==> src/rtl/instr_fetch_unit_if.sv <==
// Fetch-side bus bundle: memory read port plus the decode valid/ready handshake.
// The master modport is the fetch unit; the slave modport is the memory/decode side.
interface instr_fetch_unit_if #(
    parameter int ADDR_W = 4,
    parameter int DATA_W = 8
);
    logic [ADDR_W-1:0] mem_address;
    logic              mem_read;
    logic [DATA_W-1:0] mem_data;
    logic [DATA_W-1:0] instr;
    logic [ADDR_W-1:0] instr_pc;
    logic              instr_valid;
    logic              instr_ready;

    modport master (
        output mem_address,
        output mem_read,
        input  mem_data,
        output instr,
        output instr_pc,
        output instr_valid,
        input  instr_ready
    );

    modport slave (
        input  mem_address,
        input  mem_read,
        output mem_data,
        input  instr,
        input  instr_pc,
        input  instr_valid,
        output instr_ready
    );
endinterface

==> src/rtl/instr_fetch_unit.sv <==
// Instruction fetch stage: owns the PC, issues one-cycle memory reads, captures
// the returned byte into the instruction register and offers it to decode.
// Optional feature macro: FETCH_HALT_EN -- an all-ones instruction parks the
// unit in HALT after decode accepts it; only reset or jump leaves HALT.
module instr_fetch_unit #(
    parameter int                ADDR_W   = 4,
    parameter int                DATA_W   = 8,
    parameter logic [ADDR_W-1:0] RESET_PC = {ADDR_W{1'b0}}
) (
    input  logic              clk,
    input  logic              reset,
    input  logic              run,
    input  logic              jump,
    input  logic [ADDR_W-1:0] jump_target,
    output logic              halted,
    instr_fetch_unit_if.master bus
);

    typedef enum logic [2:0] {
        IDLE    = 3'd0,
        ISSUE   = 3'd1,
        CAPTURE = 3'd2,
        PRESENT = 3'd3,
        HALT    = 3'd4
    } state_t;

    state_t            state_r;
    state_t            state_nxt_s;
    logic [ADDR_W-1:0] pc_r;
    logic [ADDR_W-1:0] pc_nxt_s;
    logic [ADDR_W-1:0] pc_inc_s;
    logic              capture_s;
    logic              halt_hit_s;
    logic              mem_read_r;
    logic [DATA_W-1:0] instr_r;
    logic [ADDR_W-1:0] instr_pc_r;
    logic              instr_valid_r;

    // PC wraps naturally at 2^ADDR_W; no carry is kept.
    assign pc_inc_s = pc_r + {{(ADDR_W-1){1'b0}}, 1'b1};

`ifdef FETCH_HALT_EN
    logic halted_r;
    // The halt opcode is recognised from the instruction register while it is presented.
    assign halt_hit_s = (instr_r == {DATA_W{1'b1}});
    assign halted     = halted_r;
`else
    assign halt_hit_s = 1'b0;
    assign halted     = 1'b0;
`endif

    assign bus.mem_address = pc_r;
    assign bus.mem_read    = mem_read_r;
    assign bus.instr       = instr_r;
    assign bus.instr_pc    = instr_pc_r;
    assign bus.instr_valid = instr_valid_r;

    // Next-state, next-PC and capture decision for the fetch sequence.
    always_comb begin
        state_nxt_s = state_r;
        pc_nxt_s    = pc_r;
        capture_s   = 1'b0;
        case (state_r)
            IDLE: begin
                // A jump here only retargets the PC; starting is governed by run.
                if (jump) begin
                    pc_nxt_s = jump_target;
                end else begin
                    pc_nxt_s = pc_r;
                end
                if (run) begin
                    state_nxt_s = ISSUE;
                end else begin
                    state_nxt_s = IDLE;
                end
            end
            ISSUE: begin
                if (jump) begin
                    pc_nxt_s    = jump_target;
                    state_nxt_s = run ? ISSUE : IDLE;
                end else begin
                    state_nxt_s = CAPTURE;
                end
            end
            CAPTURE: begin
                // A jump discards the byte arriving from memory.
                if (jump) begin
                    pc_nxt_s    = jump_target;
                    state_nxt_s = run ? ISSUE : IDLE;
                end else begin
                    capture_s   = 1'b1;
                    pc_nxt_s    = pc_inc_s;
                    state_nxt_s = PRESENT;
                end
            end
            PRESENT: begin
                // Jump wins over the halt opcode; a coincident handshake still
                // delivers the presented instruction to decode.
                if (jump) begin
                    pc_nxt_s    = jump_target;
                    state_nxt_s = run ? ISSUE : IDLE;
                end else if (bus.instr_ready) begin
                    if (halt_hit_s) begin
                        state_nxt_s = HALT;
                    end else begin
                        state_nxt_s = run ? ISSUE : IDLE;
                    end
                end else begin
                    state_nxt_s = PRESENT;
                end
            end
            HALT: begin
                if (jump) begin
                    pc_nxt_s    = jump_target;
                    state_nxt_s = IDLE;
                end else begin
                    state_nxt_s = HALT;
                end
            end
            default: begin
                state_nxt_s = IDLE;
                pc_nxt_s    = pc_r;
            end
        endcase
    end

    // State, PC, instruction register and registered outputs derived from the next state.
    always_ff @(posedge clk) begin
        if (reset) begin
            state_r       <= IDLE;
            pc_r          <= RESET_PC;
            mem_read_r    <= 1'b0;
            instr_r       <= {DATA_W{1'b0}};
            instr_pc_r    <= {ADDR_W{1'b0}};
            instr_valid_r <= 1'b0;
`ifdef FETCH_HALT_EN
            halted_r      <= 1'b0;
`endif
        end else begin
            state_r       <= state_nxt_s;
            pc_r          <= pc_nxt_s;
            mem_read_r    <= (state_nxt_s == ISSUE);
            instr_valid_r <= (state_nxt_s == PRESENT);
`ifdef FETCH_HALT_EN
            halted_r      <= (state_nxt_s == HALT);
`endif
            if (capture_s) begin
                instr_r    <= bus.mem_data;
                instr_pc_r <= pc_r;
            end else begin
                instr_r    <= instr_r;
                instr_pc_r <= instr_pc_r;
            end
        end
    end

endmodule

==> src/flat_wrapper.sv <==
// flat-port wrapper written by rule: the top's interface ports become plain ports
module instr_fetch_unit_flat 
#(
    parameter int                ADDR_W   = 4,
    parameter int                DATA_W   = 8,
    parameter logic [ADDR_W-1:0] RESET_PC = {ADDR_W{1'b0}}
)
  (clk, reset, run, jump, jump_target, halted, bus_mem_address, bus_mem_read, bus_mem_data, bus_instr, bus_instr_pc, bus_instr_valid, bus_instr_ready);
  instr_fetch_unit_if #(.ADDR_W(ADDR_W), .DATA_W(DATA_W)) bus_i ();
  input  logic clk;
  input  logic reset;
  input  logic run;
  input  logic jump;
  input  logic [ADDR_W-1:0] jump_target;
  output logic halted;
  output wire logic [$bits(bus_i.mem_address)-1:0] bus_mem_address;
  output wire logic [$bits(bus_i.mem_read)-1:0] bus_mem_read;
  input wire logic [$bits(bus_i.mem_data)-1:0] bus_mem_data;
  output wire logic [$bits(bus_i.instr)-1:0] bus_instr;
  output wire logic [$bits(bus_i.instr_pc)-1:0] bus_instr_pc;
  output wire logic [$bits(bus_i.instr_valid)-1:0] bus_instr_valid;
  input wire logic [$bits(bus_i.instr_ready)-1:0] bus_instr_ready;
  assign bus_mem_address = bus_i.mem_address;
  assign bus_mem_read = bus_i.mem_read;
  assign bus_i.mem_data = bus_mem_data;
  assign bus_instr = bus_i.instr;
  assign bus_instr_pc = bus_i.instr_pc;
  assign bus_instr_valid = bus_i.instr_valid;
  assign bus_i.instr_ready = bus_instr_ready;
  instr_fetch_unit #(.ADDR_W(ADDR_W), .DATA_W(DATA_W), .RESET_PC(RESET_PC)) u_core (.clk(clk), .reset(reset), .run(run), .jump(jump), .jump_target(jump_target), .halted(halted), .bus(bus_i));
endmodule
==> config.mk <==
export PLATFORM = sky130hd
export DESIGN_NAME = instr_fetch_unit_flat
export DESIGN_NICKNAME = d
export VERILOG_FILES = /design/src/rtl/instr_fetch_unit_if.sv /design/src/rtl/instr_fetch_unit.sv /design/src/flat_wrapper.sv
export SDC_FILE = /design/constraint.sdc
export NUM_CORES = 1
export LEC_CHECK = 0
export ABC_AREA = 1
export BUFFER_PORTS_ARGS = -buffer_cell sky130_fd_sc_hd__buf_2
export CAP_MARGIN = 20
export CORE_MARGIN = 2
export CORE_UTILIZATION = 42
export DETAILED_ROUTE_END_ITERATION = 12
export PLACE_DENSITY_LB_ADDON = 0.1
export SYNTH_ARGS = -nofsm -noshare
export SYNTH_HDL_FRONTEND = slang
export SYNTH_SLANG_ARGS = --single-unit
==> constraint.sdc <==
create_clock -name clk -period 1.1 [get_ports clk]
set_input_delay 0.22 -clock clk [delete_from_list [all_inputs] [get_ports clk]]
set_output_delay 0.22 -clock clk [all_outputs]
set_load 0.01 [all_outputs]
==> flow_summary.ini, run 1 <==
[global_routing]
grt_pass1_wl_mm = 3.59
antenna_found_initial = 0
grt_max_degree = 19
first_global_vias = 905
grtUsageTotal = 0.185
grt_overflow = 0

[sta]
setup_viol = 18
finClkSkew_ns = 0.00390
fmaxAchievable_mhz = 850
tns_ns = -0.808
hold_slack_ns = 0.158
slew_viol_final = 0
fin_ws_ns = -0.0766
period_needed_ns = 1.18
rsz0062_at_grt = true
hold_violations = 0
finalCritPeriodShare = 1.07

[clock_network]
clk_path_buf_depth = 2
clk-insertion-delay-late_ns = 0.29
clock-root-buffer = clkbuf_4
cts.sinks = 21
numCtsBuffers = 3
htree_levels = 1
cts_tree = done
cts_hold_buffers = 0
clk_pin_slew_ns = 0.11

[power_and_ir_drop]
combPwrFrac = 0.181
power.density_mw_per_mm2 = 1050
pwr-share-clk = 0.252
internal-power_mw = 1.05
power_mw = 1.42
ir_worst_vdd_uv = 794
p_leak_nw = 0.627
share_seq_of_total_power = 0.567
swShare = 0.262
p_switching_uw = 373

[synth]
synth_common_cells = nand2_1 (37), dfxtp_1 (21), nor2_1 (11)
ys_ff_latch = 21
synth_top_area_cell = dfxtp_1
syn_inst = 123
netlist_top_cells_area = dfxtp_1 (45%), nand2_1 (15%), a21oi_2 (7.5%)
avgSynthCellArea_sq_um = 7.56
synth_edf_count = 0
synthFlopType = dfxtp_1
async_flop_share = 0
yosysMostFrequentCell = nand2_1
netlist.area_leader.share = 0.452
synth-seq-area-share = 0.452
synth_area_sq_um = 930
synth_cell_types = 24
yosysWarnings = 0
synth_fp_nets = 141

[critical_path]
crit_type = reg -> reg
arrival_ns = 1.42
slowest_delay_ns = 0.39
cpMostUsedCell = nor2_4
crit_chain = inv_4 -> nor2_4 -> nand2_2 -> nor2_4 -> buf_6 -> nand2_1 -> a21oi_2
worstSetupStartpointType = flip-flop
worstPathRequired_ns = 1.34
crit_buf_inv = 2
path_max_fanout = 6
cpMaxStageDelayCell = dfxtp_4
end_kind = flip-flop
crit_family = simple AND/OR/NAND/NOR gates

[layout]
final_core_util = 0.628
finalNetCount = 191
antenna_cells = 0
drive_above_1_share = 0.494
fin_cells = 200
area_growth_pct = 45.2
final_area_sq_mm = 0.00135

[outcome]
status = finished, violations left
violations = setup timing

[floorplan]
die_w_microns = 51.0
core-area_sq_mm = 0.00215
placementRows = 17
die_area_sq_mm = 0.00261
ios = 36
die_h_microns = 51.0
start_util = 0.433

[place]
portBuffers = 34
place_area_sq_mm = 0.00119
dp_slack_ns = -0.102
placed_cells = 191
place.gp.congestion = 0.822
dp_hpwl_mm = 1.58

[route]
drc_errors = 0
route.vias.total = 945
drt_wl_total_mm = 2.14
firstDrtPassIters = 4
postRouteAntennaNets = 0
first_iter_violations = 9
avgViaCountPerCell = 4.73
wl_per_cell_microns = 10.7

[flow_run]
maxCapViolations = 0

[worst_hold_path]
min_path_type = in -> reg
[repair_timing]
action,in CTS,in global routing
pin swaps,1,4
cloned,0,0
resized for setup,11,21
setup endpoints to repair,21,24
buffers inserted,4,1
[layout make-up]
class                      count  area, sq um
clock buffer                   4         26.3
fill                         213          798
inverter                      10         40.0
multi-input combinational     87          498
sequential                    21          433
tap                           28         35.0
timing repair buffer          50          318
[metal layers]
| metal | vias up | GRT usage | wire length (microns) |
|---|---|---|---|
| li1 | 494 | - | - |
| met4 | 0 | 0.0811 | 14 |
| met3 | 2 | 0.0497 | 104 |
| met1 | 425 | 0.196 | 923 |
| met2 | 24 | 0.338 | 1100 |
| met5 | - | 0 | 0 |
[layout by cell type (no fill, tap or decap), types with 2 or more instances in the layout]
cell type,n
buf_2,32
nand2_1,31
dfxtp_1,15
buf_4,12
nor2_1,8
a21oi_2,8
inv_1,7
a21oi_1,7
nand3_1,6
nand2_2,6
buf_6,6
nor2_4,4
dfxtp_2,4
clkbuf_4,3
inv_2,2
o21ai_0,2
o21bai_1,2
a211oi_2,2
nor3_1,2
nand2_4,2
dfxtp_4,2
[worst register-to-register path: stages (launching register included)]
cell and delay [ns]:
dfxtp_4 0.39, inv_4 0.04, nor2_4 0.11, nand2_2 0.08
nor2_4 0.15, buf_6 0.17, nand2_1 0.07, a21oi_2 0.12
[path summary, 6_finish.rpt]
check	start	endpoint	slack (ns)	cells after the start
hold reg to reg	u_core.bus.instr[1]	u_core.bus.instr[1]	0.47	2
setup reg to reg	u_core.state_r[1]	u_core.bus.instr[6]	-0.08	7
hold / removal	bus_mem_data[2]	u_core.bus.instr[2]	0.16	3
setup / recovery	u_core.state_r[1]	u_core.bus.instr[6]	-0.08	7
[registers in the layout, indices dropped and copies added (netlist names)]
signal and flops:
u_core.bus.mem_read 1, u_core.bus.instr_pc 4, u_core.state_r 3, u_core.bus.instr_valid 1, u_core.bus.mem_address 4, u_core.bus.instr 8
[cells by family after synthesis]
kind of cell             share of synthesized area
AO/OA/AOI/OAI                                0.164
XOR/XNOR                                   0.00942
adder cells (fa/ha/maj)                     0.0135
buffers and inverters                       0.0740
flip-flops                                   0.452
other                                      0.00403
AND/OR/NAND/NOR                              0.283
[power groups by stage]
stage	registers [mW]	logic, mW	clock network, mW
3_3_place_gp	0.820	0.206	0
5_1_grt	0.809	0.286	0.420
6_report	0.806	0.257	0.359
3_5_place_dp	0.821	0.210	0
2_1_floorplan	0.833	0.104	0
4_1_cts	0.806	0.241	0.389
(Power assumes the default switching activity.)
==> inputs of run 2 (changes only) <==
- SKIP_LAST_GASP: default -> 1
==> flow_summary.ini, run 2 (synthesis results as in run 1) <==
[floorplan]
core-area_sq_mm = 0.00215
placementRows = 17
ios = 36
die_area_sq_mm = 0.00261
die_h_microns = 51.0
start_util = 0.433
die_w_microns = 51.0

[clock_network]
cts_hold_buffers = 0
clk_pin_slew_ns = 0.11
clock-root-buffer = clkbuf_4
clk_path_buf_depth = 2
cts_tree = done
clk-insertion-delay-late_ns = 0.29
numCtsBuffers = 3
htree_levels = 1
cts.sinks = 21

[critical_path]
worstSetupStartpointType = flip-flop
crit_family = simple AND/OR/NAND/NOR gates
path_max_fanout = 6
worstPathRequired_ns = 1.34
end_kind = flip-flop
slowest_delay_ns = 0.39
arrival_ns = 1.42
crit_chain = inv_2 -> nor2_4 -> nand2_2 -> nor2_4 -> buf_6 -> nand2_1 -> a21oi_2
cpMostUsedCell = nor2_4
cpMaxStageDelayCell = dfxtp_4
crit_buf_inv = 2
crit_type = reg -> reg

[layout]
final_common_cell = buf_2
final_core_util = 0.624
finalNetCount = 191
largest_register_ffs = 8
final_cell_mix = buf_2 (32), nand2_1 (31), dfxtp_1 (15)
drive_above_1_share = 0.488
nFillCells = 215
antenna_cells = 0
area_growth_pct = 44.1

[power_and_ir_drop]
power.density_mw_per_mm2 = 1060
power_mw = 1.42
p_leak_nw = 0.626
ir_worst_vdd_uv = 797

[sta]
finalCritPeriodShare = 1.07
period_needed_ns = 1.17
hold_violations = 0
tns_ns = -0.809
setup_viol = 18
fin_ws_ns = -0.0747
rsz0062_at_grt = true
slew_viol_final = 0
hold_slack_ns = 0.157
fmaxAchievable_mhz = 851
finClkSkew_ns = 0.00454

[worst_hold_path]
min_path_type = in -> reg

[route]
firstDrtPassIters = 4
route.vias.total = 951
avgViaCountPerCell = 4.76
drc_errors = 0
drt_wl_total_mm = 2.15
postRouteAntennaNets = 0
first_iter_violations = 7
wl_per_cell_microns = 10.7

[outcome]
status = finished, violations left
violations = setup timing

[global_routing]
first_global_vias = 905
grt_most_used_layer = met2
grt_max_degree = 19
use_met2 = 0.338
grtUsageTotal = 0.185
antenna_found_initial = 0
grt_overflow = 0
gr-usage-met1 = 0.196
globalRouteMet3Util = 0.0497
grt_pass1_wl_mm = 3.59

[place]
portBuffers = 34
dp_hpwl_mm = 1.58
place.gp.congestion = 0.822

[flow_run]
maxCapViolations = 0
-- run 2: cell count changes in the layout (fill, tap and decap cells not counted) --
cell      change
a211oi_1      +1
dfxtp_2       +1
a211oi_2      -1
dfxtp_4       -1
inv_4         -1
inv_2         +1
-- run 2: power by group --
part / leakage [nW] / total (mW) / internal, mW / switching (mW)
clock: 0.0150 / 0.361 / 0.141 / 0.220
sequential: 0.173 / 0.807 / 0.786 / 0.0215
combinational: 0.437 / 0.256 / 0.124 / 0.132
-- run 2: per-stage QoR --
stage | instance area (sq um) | setup slack, ns | cells
floorplan | 930 | 0.00502 | 123
global placement | 1190 | -0.0686 | 191
detailed placement | 1190 | -0.102 | 191
CTS | 1280 | -0.0592 | 199
global route | 1340 | -0.158 | 200
finish | 1340 | -0.0747 | 200
-- run 2: cell type report --
cell class	instances	area [sq um]	area share
multi-input cells	87	493	0.368
well taps	28	35.0	0.0261
repair buffers	50	318	0.237
clock buffers	4	26.3	0.0196
inverters	10	37.5	0.0280
flip-flops and latches	21	430	0.321
-- run 2: layer usage --
layer  wire length (microns)  up-vias  part of all wire
met1                     928      426              0.43
met2                    1090       28              0.51
met5                       0        -                 0
li1                        -      495                 -
met3                     113        2             0.053
met4                      14        0            0.0065
-- run 2: path summary, 6_finish.rpt --
path                  startpoint             endpoint  slack, ns  cells past startpoint
max            u_core.state_r[1]  u_core.bus.instr[6]      -0.07                      7
min              bus_mem_data[2]  u_core.bus.instr[2]       0.16                      3
max reg2reg    u_core.state_r[1]  u_core.bus.instr[6]      -0.07                      7
min reg2reg  u_core.bus.instr[1]  u_core.bus.instr[1]       0.47                      2
-- run 2: worst register-to-register path, stage by stage, from the launching register on --
cell     delay [ns]
dfxtp_4        0.39
inv_2          0.05
nor2_4         0.11
nand2_2        0.08
nor2_4         0.15
buf_6          0.17
nand2_1        0.07
a21oi_2        0.12
-- run 2: timing repair --
action | in CTS | in global routing
setup endpoints to repair | 21 | 24
pin swaps | 1 | 4
resized for setup | 11 | 18
buffers inserted | 4 | 1
hold endpoints to repair | 0 | 0
cloned | 0 | 0
==> inputs of run 3 (changes only) <==
- SKIP_CTS_REPAIR_TIMING: default -> 1
==> flow_summary.ini, run 3 (synthesis results as in run 1) <==
[layout]
final_cell_mix = nand2_1 (32), buf_2 (32), dfxtp_1 (15)
drive_above_1_share = 0.476
multi_input_comb_area_sq_um = 477
ff_latch_area_sq_um = 428
fin_cells = 196
finalNetCount = 187
antenna_cells = 0
area_growth_pct = 38.9
nFillCells = 224
largest_register_ffs = 8

[critical_path]
r2r-start = u_core.state_r[0]
crit_chain = nor2_2 -> inv_1 -> nand2_1 -> o21ai_0 -> a21oi_1 -> a21oi_1
worstPathRequired_ns = 1.29
arrival_ns = 1.39
worstSetupStartpointType = flip-flop
cpMaxStageDelayCell = dfxtp_2
r2r_slack_ns = -0.1
reg2reg_to = u_core.bus.mem_address[0]
reg2reg_depth = 6
end_kind = flip-flop
cpMostUsedCell = a21oi_1
path_max_fanout = 3
crit_type = reg -> reg
slowest_delay_ns = 0.36

[floorplan]
die_area_sq_mm = 0.00261
die_w_microns = 51.0
core-area_sq_mm = 0.00215
placementRows = 17
start_util = 0.433
ios = 36
die_h_microns = 51.0

[clock_network]
cts_tree = done
clk_path_buf_depth = 2
clk_pin_slew_ns = 0.11
clock-root-buffer = clkbuf_4
cts.sinks = 21
htree_levels = 1
clk-insertion-delay-late_ns = 0.29
numCtsBuffers = 3

[power_and_ir_drop]
power.density_mw_per_mm2 = 1090
p_leak_nw = 0.587
power_mw = 1.41
ir_worst_vdd_uv = 796

[sta]
fin_ws_ns = -0.0967
setup_viol = 18
finalCritPeriodShare = 1.09
rsz0062_at_grt = true
fmaxAchievable_mhz = 836
slew_viol_final = 0
finClkSkew_ns = 0.00348
hold_violations = 0
period_needed_ns = 1.20
tns_ns = -0.837

[outcome]
status = finished, violations left
violations = setup timing

[route]
avgViaCountPerCell = 4.83
firstDrtPassIters = 4
route.vias.total = 946
wl_per_cell_microns = 11.1
first_iter_violations = 17
drt_wl_total_mm = 2.18
postRouteAntennaNets = 0
drc_errors = 0

[place]
dp_slack_ns = -0.102
portBuffers = 34
place.gp.congestion = 0.822
placed_cells = 191
dp_hpwl_mm = 1.58

[global_routing]
grt_overflow = 0
antenna_found_initial = 0
first_global_vias = 879
grt_pass1_wl_mm = 3.48
grt_max_degree = 19
grtUsageTotal = 0.178

[flow_run]
maxCapViolations = 0

[worst_hold_path]
min_path_type = in -> reg
hold-path-cell-count = 3
hold_end = u_core.bus.instr[4]
worstHoldStart = bus_mem_data[4]
-- run 3: changes by cell type in the layout (fill, tap and decap cells not counted), moves of 2 or more --
cell	before	now
buf_4	12	8
nand2_4	2	0
nor2_2	1	3
nor2_4	4	2
-- run 3: how the worst max path moves through the flow --
stage                       from                        end  slack, ns  cells after the start
2_1_floorplan  u_core.state_r[1]     u_core.bus.instr_pc[2]      0.005                      7
3_3_place_gp   u_core.state_r[1]     u_core.bus.instr_pc[3]      -0.07                      7
3_5_place_dp   u_core.state_r[1]     u_core.bus.instr_pc[3]      -0.10                      7
4_1_cts        u_core.state_r[1]     u_core.bus.instr_pc[3]      -0.13                      7
5_1_grt        u_core.state_r[0]  u_core.bus.mem_address[0]      -0.23                      6
6_report       u_core.state_r[0]  u_core.bus.mem_address[0]       -0.1                      6
-- run 3: report_power, final --
group          internal (mW)  switching [mW]  total [mW]
registers              0.788          0.0213       0.809
logic                  0.110           0.126       0.236
clock network          0.141           0.219       0.360
-- run 3: final cells by class --
| type | count | share of cell area |
|---|---|---|
| Multi-Input combinational cell | 87 | 0.369 |
| Clock buffer | 4 | 0.0203 |
| Tap cell | 28 | 0.0271 |
| Timing Repair Buffer | 46 | 0.223 |
| Inverter | 10 | 0.0291 |
| Sequential cell | 21 | 0.331 |
-- run 3: metrics by stage --
stage | hold WS [ns] | instance area, sq um | utilization
3_5_place_dp | 0.454 | 1190 | 0.552
2_1_floorplan | 0.367 | 930 | -
6_report | 0.163 | 1290 | 0.601
3_3_place_gp | 0.449 | 1190 | 0.552
5_1_grt | 0.140 | 1290 | 0.601
4_1_cts | 0.152 | 1210 | 0.564
-- run 3: worst max-delay path: cells and delay by family (launching register included) --
| kind | cells | cell delay, ns |
|---|---|---|
| and+or+nand+nor | 2 | 0.26 |
| AOI/OAI and AO/OA | 3 | 0.38 |
| DFF | 1 | 0.36 |
| buffers and inverters | 1 | 0.10 |
-- run 3: per-layer routing --
metal  share of wire  vias up  global-route usage
li1                -      485                   -
met1            0.42      422               0.194
met2            0.50       37               0.318
met3           0.065        2              0.0497
met4          0.0064        0              0.0766
met5               0        -                   0
